$ cat src/rtl/bsg_dmc_ui_master.sv
// ---------------------------------------------------------------------------
// bsg_dmc_ui_master
//
// Turns a single-line request (read or write) into the DMC application
// user-interface protocol. Exactly one request is in flight at a time.
//
// Ports
//   clk_i, reset_i            UI clock and asynchronous active-high reset
//   init_calib_complete_i     DMC calibration done; gates new requests only
//   req_*                     request channel (valid/ready), one full line
//   resp_*                    response channel (valid/ready), read line or
//                             a zero line for write acknowledgements
//   error_o                   sticky protocol error (stray or misframed beat)
//   app_addr_o/cmd_o/en_o     DMC command port, app_rdy_i is its ready
//   app_wdf_*                 DMC write-data port, app_wdf_rdy_i is its ready
//   app_rd_data_*             DMC read-data return port
// ---------------------------------------------------------------------------
module bsg_dmc_ui_master #(
  parameter int ui_addr_width_p = 28,
  parameter int ui_data_width_p = 128,
  parameter int burst_len_p     = 2,
  localparam int ui_mask_width_lp = ui_data_width_p >> 3,
  localparam int line_width_lp    = burst_len_p * ui_data_width_p
) (
  input  logic                                    clk_i,
  input  logic                                    reset_i,
  input  logic                                    init_calib_complete_i,

  input  logic                                    req_v_i,
  output logic                                    req_ready_o,
  input  logic                                    req_write_i,
  input  logic [ui_addr_width_p-1:0]              req_addr_i,
  input  logic [line_width_lp-1:0]                req_data_i,
  input  logic [burst_len_p*ui_mask_width_lp-1:0] req_mask_i,

  output logic                                    resp_v_o,
  input  logic                                    resp_ready_i,
  output logic                                    resp_write_o,
  output logic [line_width_lp-1:0]                resp_data_o,

  output logic                                    error_o,

  output logic [ui_addr_width_p-1:0]              app_addr_o,
  output logic [2:0]                              app_cmd_o,
  output logic                                    app_en_o,
  input  logic                                    app_rdy_i,

  output logic                                    app_wdf_wren_o,
  output logic [ui_data_width_p-1:0]              app_wdf_data_o,
  output logic [ui_mask_width_lp-1:0]             app_wdf_mask_o,
  output logic                                    app_wdf_end_o,
  input  logic                                    app_wdf_rdy_i,

  input  logic                                    app_rd_data_valid_i,
  input  logic [ui_data_width_p-1:0]              app_rd_data_i,
  input  logic                                    app_rd_data_end_i
);

  // Beat counter is at least one bit wide so a single-beat burst still works.
  localparam int cnt_width_lp = (burst_len_p > 1) ? $clog2(burst_len_p) : 1;
  localparam logic [cnt_width_lp-1:0] last_cnt_lp = cnt_width_lp'(burst_len_p - 1);
  localparam logic [cnt_width_lp-1:0] one_cnt_lp  = cnt_width_lp'(1);

  // RDCMD is the read command phase that precedes RDWAIT.
  localparam logic [2:0] IDLE   = 3'd0;
  localparam logic [2:0] WRITE  = 3'd1;
  localparam logic [2:0] RDCMD  = 3'd2;
  localparam logic [2:0] RDWAIT = 3'd3;
  localparam logic [2:0] RESP   = 3'd4;

  localparam logic [2:0] cmd_write_lp = 3'b000;
  localparam logic [2:0] cmd_read_lp  = 3'b001;

  logic [2:0]                              state_q, state_d;
  logic [cnt_width_lp-1:0]                 cnt_q, cnt_d;
  logic                                    cmd_done_q, cmd_done_d;
  logic                                    data_done_q, data_done_d;
  logic                                    error_q, error_d;

  logic                                    write_q;
  logic [ui_addr_width_p-1:0]              addr_q;
  logic [line_width_lp-1:0]                data_q;
  logic [burst_len_p*ui_mask_width_lp-1:0] mask_q;
  logic [line_width_lp-1:0]                resp_data_q, resp_data_d;

  logic req_hs;
  logic cmd_hs;
  logic wdf_hs;
  logic cnt_last;
  logic rd_beat;

  assign cnt_last = (cnt_q == last_cnt_lp);

  assign req_ready_o = (state_q == IDLE) & init_calib_complete_i;
  assign req_hs      = req_v_i & req_ready_o;

  // The command stays up in WRITE until its own handshake, independent of
  // how far the write data has progressed.
  assign app_en_o   = ((state_q == WRITE) & ~cmd_done_q) | (state_q == RDCMD);
  assign app_cmd_o  = write_q ? cmd_write_lp : cmd_read_lp;
  assign app_addr_o = addr_q;
  assign cmd_hs     = app_en_o & app_rdy_i;

  assign app_wdf_wren_o = (state_q == WRITE) & ~data_done_q;
  assign app_wdf_data_o = data_q[cnt_q*ui_data_width_p +: ui_data_width_p];
  assign app_wdf_mask_o = mask_q[cnt_q*ui_mask_width_lp +: ui_mask_width_lp];
  assign app_wdf_end_o  = app_wdf_wren_o & cnt_last;
  assign wdf_hs         = app_wdf_wren_o & app_wdf_rdy_i;

  // A read beat is legal while waiting for data, or in the very cycle the
  // read command is taken. Any other beat cannot belong to a live request.
  assign rd_beat = app_rd_data_valid_i
                 & ((state_q == RDWAIT) | ((state_q == RDCMD) & cmd_hs));

  assign resp_v_o     = (state_q == RESP);
  assign resp_write_o = write_q;
  assign resp_data_o  = write_q ? '0 : resp_data_q;
  assign error_o      = error_q;

  // Next-state logic: the FSM, beat counter, command/data done flags,
  // the sticky error and the read-line assembly.
  always_comb begin
    state_d     = state_q;
    cnt_d       = cnt_q;
    cmd_done_d  = cmd_done_q;
    data_done_d = data_done_q;
    error_d     = error_q;
    resp_data_d = resp_data_q;

    case (state_q)
      IDLE: begin
        if (req_hs) begin
          state_d     = req_write_i ? WRITE : RDCMD;
          cnt_d       = '0;
          cmd_done_d  = 1'b0;
          data_done_d = 1'b0;
        end
      end

      WRITE: begin
        if (cmd_hs) begin
          cmd_done_d = 1'b1;
        end
        if (wdf_hs) begin
          if (cnt_last) begin
            data_done_d = 1'b1;
          end else begin
            cnt_d = cnt_q + one_cnt_lp;
          end
        end
        // Looking at the next-state flags lets both sides finish in the
        // same cycle and still reach RESP on the following one.
        if (cmd_done_d & data_done_d) begin
          state_d = RESP;
        end
      end

      RDCMD: begin
        if (cmd_hs) begin
          state_d = (rd_beat & cnt_last) ? RESP : RDWAIT;
        end
      end

      RDWAIT: begin
        if (rd_beat & cnt_last) begin
          state_d = RESP;
        end
      end

      RESP: begin
        if (resp_ready_i) begin
          state_d     = IDLE;
          cnt_d       = '0;
          cmd_done_d  = 1'b0;
          data_done_d = 1'b0;
        end
      end

      default: begin
        state_d = IDLE;
      end
    endcase

    // Read beats land in the slot named by the counter; the framing bit
    // must agree with the counter's view of the last beat.
    if (rd_beat) begin
      resp_data_d[cnt_q*ui_data_width_p +: ui_data_width_p] = app_rd_data_i;
      if (app_rd_data_end_i != cnt_last) begin
        error_d = 1'b1;
      end
      if (!cnt_last) begin
        cnt_d = cnt_q + one_cnt_lp;
      end
    end

    // A beat nobody asked for is dropped and flagged.
    if (app_rd_data_valid_i & ~rd_beat) begin
      error_d = 1'b1;
    end
  end

  // Control state: everything that must be clean after reset, including
  // the sticky error, which only reset can clear.
  always_ff @(posedge clk_i or posedge reset_i) begin
    if (reset_i) begin
      state_q     <= IDLE;
      cnt_q       <= '0;
      cmd_done_q  <= 1'b0;
      data_done_q <= 1'b0;
      error_q     <= 1'b0;
    end else begin
      state_q     <= state_d;
      cnt_q       <= cnt_d;
      cmd_done_q  <= cmd_done_d;
      data_done_q <= data_done_d;
      error_q     <= error_d;
    end
  end

  // Datapath registers carry no reset; they are only observed once the
  // control state says they hold a live request.
  always_ff @(posedge clk_i) begin
    if (req_hs) begin
      write_q <= req_write_i;
      addr_q  <= req_addr_i;
      data_q  <= req_data_i;
      mask_q  <= req_mask_i;
    end
    resp_data_q <= resp_data_d;
  end

endmodule
$ cat config.mk
export PLATFORM = sky130hd
export DESIGN_NAME = bsg_dmc_ui_master
export DESIGN_NICKNAME = d
export VERILOG_FILES = /design/src/rtl/bsg_dmc_ui_master.sv
export SDC_FILE = /design/constraint.sdc
export NUM_CORES = 1
export LEC_CHECK = 0
export ABC_AREA = 1
export CAP_MARGIN = 40
export CORE_AREA = 2 2 347 349
export CTS_CLUSTER_SIZE = 10
export DETAILED_ROUTE_END_ITERATION = 16
export DIE_AREA = 0 0 349 351
export PLACE_DENSITY = 0.41
export SKIP_CTS_REPAIR_TIMING = 1
export SLEW_MARGIN = 0
export SYNTH_ARGS = -nofsm -noshare
export SYNTH_HDL_FRONTEND = slang
export SYNTH_SLANG_ARGS = --single-unit
$ cat constraint.sdc
create_clock -name clk_i -period 26.3 [get_ports clk_i]
set_input_delay 2.63 -clock clk_i [delete_from_list [all_inputs] [get_ports clk_i]]
set_output_delay 2.63 -clock clk_i [all_outputs]
set_load 0.01 [all_outputs]
==> results.json <==
{
  "status": "finished clean",
  "track_usage_pct": 14.6,
  "p_leak_nw": 15.6,
  "p_seq_share_pct": 38.8,
  "grt_pass1_vias": 17553,
  "finalClockSkew_ps": 25.3,
  "powerDensity_nw_per_um2": 84.0,
  "grt_pass1_wl_um": 128000,
  "cts.htree.levels": 3,
  "clk_latency_ps": 630,
  "synth_cell_type_count": 27,
  "worst-r2r-setup-slack_ps": 22600,
  "cts_buffer_depth": 3,
  "antenna_left": 0,
  "drive_gt1_share_pct": 4.28,
  "cts_num_sinks": 580,
  "final-hold-violation-count": 0,
  "antenna_found_initial": 32,
  "p_comb_share_pct": 29.4,
  "die-width_um": 349,
  "ys_warn_count": 0,
  "end_kind": "primary output",
  "start_kind": "primary input",
  "crit_chain": "clkdlybuf4s50_1 -> inv_1 -> nor2_1 -> clkdlybuf4s50_1",
  "hold_depth": 1,
  "critPathBufInv": 3,
  "syn_inst": 2210,
  "vias": 17500,
  "ys_seq_area_share_pct": 73.2,
  "hold-worst-slack_ps": 490,
  "path_class": "primary input to primary output",
  "place_hpwl_um": 68100,
  "required_ps": 23670,
  "routed_wl_um": 92300,
  "path_depth": 4,
  "routabilityCongestion": 0.796,
  "cp_max_fo": 3,
  "slew_viol_final": 0,
  "r2r_end": "data_q[121]$_DFFE_PP_",
  "cts_root_buffer": "clkbuf_16",
  "netSwitchingFraction_pct": 31.7,
  "synth_top_area_cell": "edfxtp_1",
  "yosys.area.top_type_share_pct": 72.5,
  "worst_slew_pin_slew_ps": 966,
  "p_total_mw": 3.08,
  "finalCritPeriodShare_pct": 24.7,
  "timing.rr.start": "state_q[1]$_DFFE_PP0P_",
  "arrival_ps": 3870,
  "firstDrtPassIters": 4,
  "post_drt_wl_per_cell_um": 19.6,
  "cts_tree": "done",
  "yosys-top-cells-area": "edfxtp_1, nand2_1, inv_1, nor2_1, buf_2",
  "synth_seq_cells": 580,
  "max_stage_delay_ps": 550,
  "synthToLayoutAreaGrowth_pct": 54.6,
  "maxCapViolCount": 0,
  "ir_drop_uv": 46.0,
  "grt_max_degree": 161,
  "core_area_sq_um": 119000,
  "reg2reg_depth": 7,
  "drc_errors": 0,
  "overflow": 0,
  "avgSynthCellArea_sq_um": 10.7,
  "synth.cell_area_sq_um": 23700,
  "intPower_mw": 2.11,
  "maxSlewHeadroom_pct": 35.6,
  "start_util_pct": 19.9,
  "slowest_stage": "clkdlybuf4s50_1",
  "drt_iter0_markers": 1053,
  "clkPwrFrac_pct": 31.8,
  "nNetsFinal": 3561,
  "critPathMostFrequentCell": "clkdlybuf4s50_1",
  "path_clk_slew_ps": 50,
  "rsz0062_at_grt": "no",
  "cts_buffers": 76,
  "min_path_type": "flop to flop",
  "crit_end": "req_ready_o",
  "p_sw_mw": 0.976,
  "fmax_ghz": 0.154,
  "worst_path_dominant_cell_family": "buffers and inverters",
  "cp-startpoint": "init_calib_complete_i",
  "die-area_sq_um": 122000,
  "min_period_ps": 6500,
  "via_per_inst": 3.72,
  "io_pins": 892,
  "final_util_pct": 30.8,
  "setup_violations": 0,
  "die_y_um": 351,
  "io_buffers": 889,
  "rows": 127,
  "setup_tns_ps": 0
}
cell usage in the layout (no fill, tap or decap), types with 3 or more instances in the layout:
cell | Yosys | routed
inv_1 | 526 | 524
buf_4 | 3 | 14
clkinv_1 | 0 | 10
buf_12 | 0 | 3
dfrtp_1 | 7 | 6
clkdlybuf4s50_1 | 0 | 889
nor2_2 | 4 | 4
edfxtp_1 | 573 | 573
nand2_1 | 575 | 575
clkinv_2 | 0 | 4
inv_6 | 0 | 6
o21ai_0 | 5 | 5
nand2_2 | 3 | 3
inv_2 | 4 | 3
bufinv_16 | 0 | 3
nor3_1 | 4 | 3
clkbuf_16 | 0 | 78
buf_16 | 0 | 4
clkbuf_1 | 8 | 25
nor2_1 | 393 | 393
nand3_1 | 6 | 6
synthesized netlist by cell type:
cell type,n
inv_2,4
o21bai_1,1
buf_4,3
nor2_1,393
o21ai_2,1
a21oi_1,2
nand2_2,3
clkbuf_1,8
nand2_1,575
nand2_4,2
nand3_4,1
nor2_4,2
xor2_1,1
buf_2,81
nor2_2,4
nand3_1,6
inv_1,526
nand3_2,2
or2_1,1
o21ai_1,2
nand4_1,1
edfxtp_1,573
conb_1,1
a31oi_1,1
nor3_1,4
o21ai_0,5
dfrtp_1,7
how the worst min path moves through the flow:
stage	from	to	slack (ps)
after global placement	error_o$_DFFE_PP0P_	error_o$_DFFE_PP0P_	480
after floorplan	cmd_done_q$_DFFE_PP0P_	cmd_done_q$_DFFE_PP0P_	490
final	error_o$_DFFE_PP0P_	error_o$_DFFE_PP0P_	490
after global routing	error_o$_DFFE_PP0P_	error_o$_DFFE_PP0P_	520
after CTS	error_o$_DFFE_PP0P_	error_o$_DFFE_PP0P_	490
after detailed placement	error_o$_DFFE_PP0P_	error_o$_DFFE_PP0P_	470
power groups by stage:
stage	clock network [mW]	logic [mW]	registers [mW]
4_1_cts	1.02	0.936	1.20
5_1_grt	1.06	1.01	1.20
2_1_floorplan	0	0.408	1.26
6_report	0.980	0.908	1.19
3_5_place_dp	0	0.929	1.22
3_3_place_gp	0	0.926	1.22
per-stage QoR:
stage	cell area (sq um)	setup slack (ps)	std cells
6_report	36700	19800	4704
5_1_grt	36700	19430	4704
4_1_cts	36700	19560	4703
3_5_place_dp	34400	19800	4577
3_3_place_gp	34300	19800	4572
2_1_floorplan	23700	987	2211
layout make-up:
cell class / instances / area [sq um]
antenna: 1 / 2.50
clock buffer: 103 / 2050
clock inverter: 23 / 236
fill: 12363 / 82300
inverter: 530 / 2000
multi-input combinational: 1009 / 3910
sequential: 580 / 17400
tap: 1548 / 1940
timing repair buffer: 910 / 9170
cells by family after synthesis:
logic type	count (synthesis)	synth area share [%]
and+or+nand+nor	994	16.1
buffers and inverters	622	10.3
DFF	580	73.2
AOI/OAI and AO/OA	12	0.285
xor gates and xnor gates	1	0.0369
other	1	0.0158
state kept, by name (all words and copies together), names as in the netlist:
name	cells
state_q	3
resp_write_o	1
data_q	256
error_o	1
resp_data_q	256
cmd_done_q	1
mask_q	32
cnt_last	1
app_addr_o	28
data_done_q	1
per-layer routing:
layer / track usage [%] / share of wire, % / vias to the layer above
met3: 6.49 / 10 / 152
met5: 0 / 0.10 / -
li1: - / - / 8487
met1: 16.6 / 39 / 8153
met4: 3.58 / 1.9 / 14
met2: 25.1 / 49 / 694
worst reg2reg max path: stages, from the launching register on:
cell     delay (ps)
dfrtp_1         470
nor2_1          180
nand2_1         260
nor3_2          250
buf_4           550
buf_12          620
buf_4           700
buf_16          290
Power figures use the tool's default switching activity.
